<file path="src/rtl/sd_card_pkg.sv">
// Shared types, constants and the serial CRC7 step used by the SD card-side
// command responder.
package sd_card_pkg;

    typedef enum logic [1:0] {
        ST_IDLE = 2'd0,
        ST_RX   = 2'd1,
        ST_WAIT = 2'd2,
        ST_TX   = 2'd3
    } state_t;

    localparam int         CMD_TOKEN_LEN = 48;
    localparam int         RSP_LONG_LEN  = 136;
    localparam logic [6:0] CRC7_POLY     = 7'h09;

    function automatic logic [6:0] crc7_step(input logic [6:0] crc, input logic din);
        logic fb;
        fb = crc[6] ^ din;
        return {crc[5:0], 1'b0} ^ (fb ? CRC7_POLY : 7'h00);
    endfunction

endpackage

</file>
<file path="src/rtl/sd_card_crc7.sv">
// Serial CRC7 (x^7+x^3+1); clear with enable loads the first bit in the same cycle.
module sd_card_crc7
    import sd_card_pkg::*;
(
    input  logic       clk,
    input  logic       rst,
    input  logic       clr,
    input  logic       en,
    input  logic       din,
    output logic [6:0] crc
);

    // CRC remainder register
    always_ff @(posedge clk or posedge rst) begin
        if (rst) begin
            crc <= 7'h00;
        end else if (clr) begin
            crc <= en ? crc7_step(7'h00, din) : 7'h00;
        end else if (en) begin
            crc <= crc7_step(crc, din);
        end
    end

endmodule

</file>
<file path="src/rtl/sd_card_cmd_responder.sv">
// Card-side SD CMD line responder: receives 48-bit command tokens, then sends
// a 48-bit or 136-bit response after at least NCR_MIN idle cycles.
module sd_card_cmd_responder
    import sd_card_pkg::*;
#(
    parameter int NCR_MIN = 2
) (
    input  logic         sd_clk,
    input  logic         rst,
    input  logic         sd_cmd_to_card,
    output logic         sd_cmd_from_card,
    output logic         sd_cmd_oe,
    output logic         cmd_valid,
    output logic [5:0]   cmd_index,
    output logic [31:0]  cmd_arg,
    output logic         cmd_crc_ok,
    output logic         cmd_frame_err,
    input  logic         rsp_valid,
    output logic         rsp_ready,
    input  logic         rsp_skip,
    input  logic         rsp_long,
    input  logic         rsp_nocrc,
    input  logic [5:0]   rsp_index,
    input  logic [127:0] rsp_data
);

    localparam logic [6:0] NCR_GO    = 7'(NCR_MIN - 1);
    localparam logic [7:0] SHORT_LEN = 8'(CMD_TOKEN_LEN);
    localparam logic [7:0] LONG_LEN  = 8'(RSP_LONG_LEN);

    state_t         state_r, state_next;
    logic [7:0]     bit_cnt_r;
    logic [6:0]     ncr_r;
    logic [45:0]    rx_sr_r;
    logic [135:0]   tx_sr_r;
    logic           have_rsp_r, tx_long_r, tx_crc_ins_r;
    logic [6:0]     rx_crc, tx_crc;

    logic           hs_s, skip_s, go_tx_s, rx_start_s, rx_done_s, tx_end_s;
    logic           long_s, ins_s;
    logic [46:0]    token_s;
    logic [135:0]   built_s, frame_s, tx_bits_s;
    logic [7:0]     tx_len_s;

    // Response frame assembly, left-aligned in a 136-bit field, and CRC splice
    always_comb begin
        built_s = 136'h0;
        if (rsp_long) begin
            built_s = {2'b00, 6'b111111, rsp_data[127:1], 1'b1};
        end else begin
            built_s = {2'b00, rsp_index, rsp_data[31:0], (rsp_nocrc ? 7'h7F : 7'h00), 1'b1, 88'h0};
        end
        frame_s  = have_rsp_r ? tx_sr_r : built_s;
        long_s   = have_rsp_r ? tx_long_r : rsp_long;
        ins_s    = have_rsp_r ? tx_crc_ins_r : (!rsp_long && !rsp_nocrc);
        tx_bits_s = tx_sr_r;
        if (tx_crc_ins_r && (bit_cnt_r == 8'd40)) begin
            tx_bits_s[135:129] = tx_crc;
        end else begin
            tx_bits_s = tx_sr_r;
        end
        tx_len_s = tx_long_r ? LONG_LEN : SHORT_LEN;
        token_s  = {rx_sr_r, sd_cmd_to_card};
    end

    // Next-state logic and per-cycle event strobes
    always_comb begin
        hs_s       = (state_r == ST_WAIT) && rsp_valid && rsp_ready;
        skip_s     = hs_s && rsp_skip;
        go_tx_s    = (state_r == ST_WAIT) && (have_rsp_r || (hs_s && !rsp_skip)) && (ncr_r >= NCR_GO);
        rx_start_s = !sd_cmd_to_card &&
                     ((state_r == ST_IDLE) || ((state_r == ST_WAIT) && !have_rsp_r && !hs_s));
        rx_done_s  = (state_r == ST_RX) && (bit_cnt_r == 8'd47);
        tx_end_s   = (state_r == ST_TX) && (bit_cnt_r == tx_len_s);
        state_next = state_r;
        case (state_r)
            ST_IDLE: state_next = rx_start_s ? ST_RX : ST_IDLE;
            ST_RX:   state_next = rx_done_s ? ST_WAIT : ST_RX;
            ST_WAIT: begin
                if (go_tx_s) begin
                    state_next = ST_TX;
                end else if (skip_s) begin
                    state_next = ST_IDLE;
                end else if (rx_start_s) begin
                    state_next = ST_RX;
                end else begin
                    state_next = ST_WAIT;
                end
            end
            ST_TX:   state_next = tx_end_s ? ST_IDLE : ST_TX;
            default: state_next = ST_IDLE;
        endcase
    end

    // State register
    always_ff @(posedge sd_clk or posedge rst) begin
        if (rst) begin
            state_r <= ST_IDLE;
        end else begin
            state_r <= state_next;
        end
    end

    // Receive shifter, handshake capture, Ncr timing and transmit shifter
    always_ff @(posedge sd_clk or posedge rst) begin
        if (rst) begin
            bit_cnt_r        <= 8'd0;
            ncr_r            <= 7'd0;
            rx_sr_r          <= 46'h0;
            tx_sr_r          <= 136'h0;
            have_rsp_r       <= 1'b0;
            tx_long_r        <= 1'b0;
            tx_crc_ins_r     <= 1'b0;
            sd_cmd_from_card <= 1'b1;
            sd_cmd_oe        <= 1'b0;
            cmd_valid        <= 1'b0;
            cmd_index        <= 6'd0;
            cmd_arg          <= 32'd0;
            cmd_crc_ok       <= 1'b0;
            cmd_frame_err    <= 1'b0;
            rsp_ready        <= 1'b0;
        end else begin
            cmd_valid <= 1'b0;
            case (state_r)
                ST_IDLE: begin
                    if (rx_start_s) begin
                        bit_cnt_r <= 8'd1;
                    end
                end
                ST_RX: begin
                    rx_sr_r   <= {rx_sr_r[44:0], sd_cmd_to_card};
                    bit_cnt_r <= bit_cnt_r + 8'd1;
                    if (rx_done_s) begin
                        cmd_valid     <= 1'b1;
                        cmd_index     <= token_s[45:40];
                        cmd_arg       <= token_s[39:8];
                        cmd_crc_ok    <= (token_s[7:1] == rx_crc);
                        cmd_frame_err <= !token_s[46] || !token_s[0];
                        ncr_r         <= 7'd0;
                        rsp_ready     <= 1'b1;
                        have_rsp_r    <= 1'b0;
                    end
                end
                ST_WAIT: begin
                    if (ncr_r != 7'h7F) begin
                        ncr_r <= ncr_r + 7'd1;
                    end
                    if (hs_s) begin
                        rsp_ready <= 1'b0;
                        if (!rsp_skip) begin
                            have_rsp_r   <= 1'b1;
                            tx_sr_r      <= built_s;
                            tx_long_r    <= rsp_long;
                            tx_crc_ins_r <= !rsp_long && !rsp_nocrc;
                        end
                    end
                    // A new start bit before any response was captured abandons the old command
                    if (rx_start_s) begin
                        rsp_ready <= 1'b0;
                        bit_cnt_r <= 8'd1;
                    end
                    if (go_tx_s) begin
                        sd_cmd_oe        <= 1'b1;
                        sd_cmd_from_card <= frame_s[135];
                        tx_sr_r          <= {frame_s[134:0], 1'b0};
                        tx_long_r        <= long_s;
                        tx_crc_ins_r     <= ins_s;
                        have_rsp_r       <= 1'b0;
                        bit_cnt_r        <= 8'd1;
                        rsp_ready        <= 1'b0;
                    end
                end
                ST_TX: begin
                    if (tx_end_s) begin
                        sd_cmd_oe        <= 1'b0;
                        sd_cmd_from_card <= 1'b1;
                    end else begin
                        sd_cmd_from_card <= tx_bits_s[135];
                        tx_sr_r          <= {tx_bits_s[134:0], 1'b0};
                        bit_cnt_r        <= bit_cnt_r + 8'd1;
                    end
                end
                default: bit_cnt_r <= 8'd0;
            endcase
        end
    end

    sd_card_crc7 u_rx_crc (
        .clk (sd_clk),
        .rst (rst),
        .clr (rx_start_s),
        .en  (rx_start_s || ((state_r == ST_RX) && (bit_cnt_r < 8'd40))),
        .din (sd_cmd_to_card),
        .crc (rx_crc)
    );

    sd_card_crc7 u_tx_crc (
        .clk (sd_clk),
        .rst (rst),
        .clr (go_tx_s),
        .en  (go_tx_s || ((state_r == ST_TX) && (bit_cnt_r < 8'd40))),
        .din (go_tx_s ? frame_s[135] : tx_sr_r[135]),
        .crc (tx_crc)
    );

endmodule

</file>
<file path="config.mk">
export PLATFORM = sky130hd
export DESIGN_NAME = sd_card_cmd_responder
export DESIGN_NICKNAME = d
export VERILOG_FILES = /design/src/rtl/sd_card_pkg.sv /design/src/rtl/sd_card_crc7.sv /design/src/rtl/sd_card_cmd_responder.sv
export SDC_FILE = /design/constraint.sdc
export NUM_CORES = 1
export LEC_CHECK = 0
export BUFFER_PORTS_ARGS = -buffer_cell sky130_fd_sc_hd__buf_2
export CORE_MARGIN = 1
export CORE_UTILIZATION = 59
export DETAILED_ROUTE_END_ITERATION = 10
export GPL_ROUTABILITY_DRIVEN = 0
export HOLD_SLACK_MARGIN = 0.08
export PLACE_DENSITY = 0.92
export SLEW_MARGIN = 20
export SYNTH_ARGS = -nofsm -noshare
export SYNTH_HDL_FRONTEND = slang
export SYNTH_HIERARCHICAL = 1
export SYNTH_SLANG_ARGS = --single-unit
</file>
<file path="constraint.sdc">
create_clock -name sd_clk -period 10.6 [get_ports sd_clk]
set_input_delay 1.06 -clock sd_clk [delete_from_list [all_inputs] [get_ports sd_clk]]
set_output_delay 1.06 -clock sd_clk [all_outputs]
set_load 0.02 [all_outputs]
</file>
==> impl_results.md <==
- FFs w/ async S/R, synth: 1.00
- Pre-antenna DRT Iters: 8
- Maximum vdd drop: 0.000135 V
- Clock buffer count from CTS: 27
- DP HPWL: 25.4 mm
- CP max stage cell: a21o_1
- Layout area overhead: 13.5%
- Synth Area per Inst: 9.29 µm²
- Fin. Hold Viols: 0
- Post-synthesis sequential area ratio: 0.454
- CP cell instances: inv_1, ha_1, or4_1, o21ai_1, a21o_1, nand2_4, mux2_1
- Synthesized cell area: 14300 µm²
- CP Data Required Time: 11.02 ns
- Rel. slew slack: 0.267
- Leakage: 7.53 nW
- Residual DRC: 0
- Syn Nets: 1687
- Critical Path Start Type: register
- Skew-Pair Late Insertion Delay: 0.55 ns
- Most frequent cells in the layout: 259 x dfrtp_1, 229 x nand2_1, 183 x buf_2
- Critical Path Max Stage Delay: 0.92 ns
- Core ar.: 23600 µm²
- Max Slew Vio Count: 0
- Critical path arrival: 4.77 ns
- DR WL/cell: 21.2 µm
- Max_cap viols: 0
- Final period util: 0.410
- Final setup TNS: 0 ns
- Die ar.: 24900 µm²
- Dpl ws: 6.36 ns
- Yosys cell types: 75
- Sequential cell area: 6510 µm²
- EDFF count, synth: 0
- Largest net degree at the start of global routing: 105
- Worst-path clk slew: 0.07 ns
- # fillers: 1697
- Ys Warns: 6
- Clock buffer depth: 3
- Total congestion overflow: 0
- Vias: 13600
- Post-CTS Setup Inserts: 0
- Placement Rows: 56
- Post-cts sizing count: 0
- Die height: 158 µm
- Worst Clk Skew: 0.0164 ns
- RSZ-0062 raised after global routing: false
- Worst setup EP type: register
- First-pass GRT wire length: 65.9 mm
- Final WS setup: 6.25 ns
- Drt total wl: 41.8 mm
- IO buf count: 184
- Layout cells sized above 1: 0.206
- Worst Path Class, Setup: reg -> reg
- Placed cell area: 15300 µm²
- Final setup viols: 0
- Final Critical Period: 4.35 ns
- Hold crit path type: reg -> reg
- Final net count: 1779
- Power Dens Cells: 136 nW/µm²
- Number of synthesized register bits: 260
- Initial antenna violation count: 2
- CTS tree: yes
- Commonest non-fill, non-tap cell in the layout: dfrtp_1
- CP max FO: 80
- Worst-Margin Slew: 1.10 ns
- CTS Sinks: 260
- Final ANT Viol Nets: 0
- Cells after Synth: 1542
- GRT Overall Usage: 0.332
- Root Driver: clkbuf_16
- Max Clk Rate: 230 MHz
- Multi-input logic area: 7150 µm²
- IO Count: 185
- Final instance area: 16300 µm²
- DIE WIDTH: 158 µm
- Synth Flop Type: dfrtp_1
- Status: finished clean
- DR iter-0 viols: 1971
- Hold_buf cts: 0
- Max H-tree Level: 1
- Vias per cell: 6.86
- Vias in the first global route: 12800
- Initial core utilization: 0.607
## state kept, by name, summed over array words and instances, names as in the netlist
name	flops
tx_crc_ins_r	1
cmd_crc_ok	1
u_rx_crc/crc	7
cmd_index	6
rx_sr_r	46
u_tx_crc/crc	7
cmd_arg	32
rsp_ready	1
sd_cmd_oe	1
have_rsp_r	1
ncr_r	7
cmd_frame_err	1
state_r	2
tx_sr_r	136
sd_cmd_from_card	1
bit_cnt_r	8
cmd_valid	1
tx_long_r	1
## power breakdown
group | internal (W) | switching (W)
sequential | 0.00102 | 0.0000221
clock | 0.000573 | 0.000402
combinational | 0.0000788 | 0.000111
## metrics by stage
step | hold WS, ns | power, W | instances | util
finish | 0.470 | 0.00220 | 1975 | 0.689
floorplan | 0.430 | 0.00117 | 1542 | -
CTS | 0.472 | 0.00220 | 1972 | 0.687
detailed placement | 0.457 | 0.00124 | 1923 | 0.648
global placement | 0.455 | 0.00123 | 1922 | 0.647
global route | 0.498 | 0.00227 | 1975 | 0.689
## Yosys cell counts (23+ instances only)
cell,instances,share of area
nor2_1,57,0.015
nand2_1,229,0.060
a221o_1,23,0.016
mux2i_1,44,0.031
a22o_1,34,0.021
a31o_1,26,0.016
buf_2,30,0.010
nor3_1,78,0.027
dfrtp_1,259,0.45
clkbuf_1,97,0.025
nand3_1,85,0.030
inv_1,34,0.0089
a21o_1,27,0.014
o2bb2ai_1,27,0.017
o22ai_1,62,0.027
a21oi_1,44,0.015
a22oi_1,47,0.025
a31oi_1,71,0.031
mux2_2,53,0.042
## worst paths after layout
kind	start	to	cells after the start	slack, ns
worst min register to register	cmd_arg[8]$_DFFE_PP0P_	cmd_arg[8]$_DFFE_PP0P_	2	0.47
worst max register to register	ncr_r[1]$_DFFE_PP0P_	tx_sr_r[0]$_DFFE_PP0P_	7	6.25
worst max-delay path	ncr_r[1]$_DFFE_PP0P_	tx_sr_r[0]$_DFFE_PP0P_	7	6.25
min in group asynchronous	rst	u_rx_crc/crc[5]$_DFFE_PP0P_	2	0.51
max in group asynchronous	rst	tx_sr_r[10]$_DFFE_PP0P_	4	7.80
worst min-delay path	cmd_arg[8]$_DFFE_PP0P_	cmd_arg[8]$_DFFE_PP0P_	2	0.47
## layout make-up
| cell class | count | area share |
|---|---|---|
| repair buffers | 208 | 0.0695 |
| flip-flops and latches | 260 | 0.400 |
| diodes | 2 | 0.000308 |
| clock buffers | 40 | 0.0519 |
| clock inverters | 9 | 0.00485 |
| inverters | 36 | 0.00877 |
| well taps | 319 | 0.0245 |
| multi-input cells | 1101 | 0.440 |
## worst max-delay path: cells and delay by family (launching register included)
family,cells,cell delay [ns]
buffers and inverters,1,0.10
adders and majority gates,1,0.22
DFF,1,0.43
AOI/OAI and AO/OA,2,1.35
muxes,1,0.56
and+or+nand+nor,2,1.54
## layer usage
layer	part of all wire	GRT usage	vias up
met5	0	0	-
met4	0.038	0.138	0
met3	0.11	0.0695	156
met2	0.47	0.530	942
met1	0.39	0.440	6526
li1	-	-	5928
## cell families after synthesis
logic type               Yosys count  synth area share
AO/OA/AOI/OAI                    459             0.237
adder cells (fa/ha/maj)            4           0.00349
AND/OR/NAND/NOR                  523             0.169
XOR/XNOR                          15           0.00917
multiplexers                     100            0.0748
flip-flops                       260             0.454
buffers and inverters            181            0.0524
Note: power is estimated with default switching activity, not from simulation.
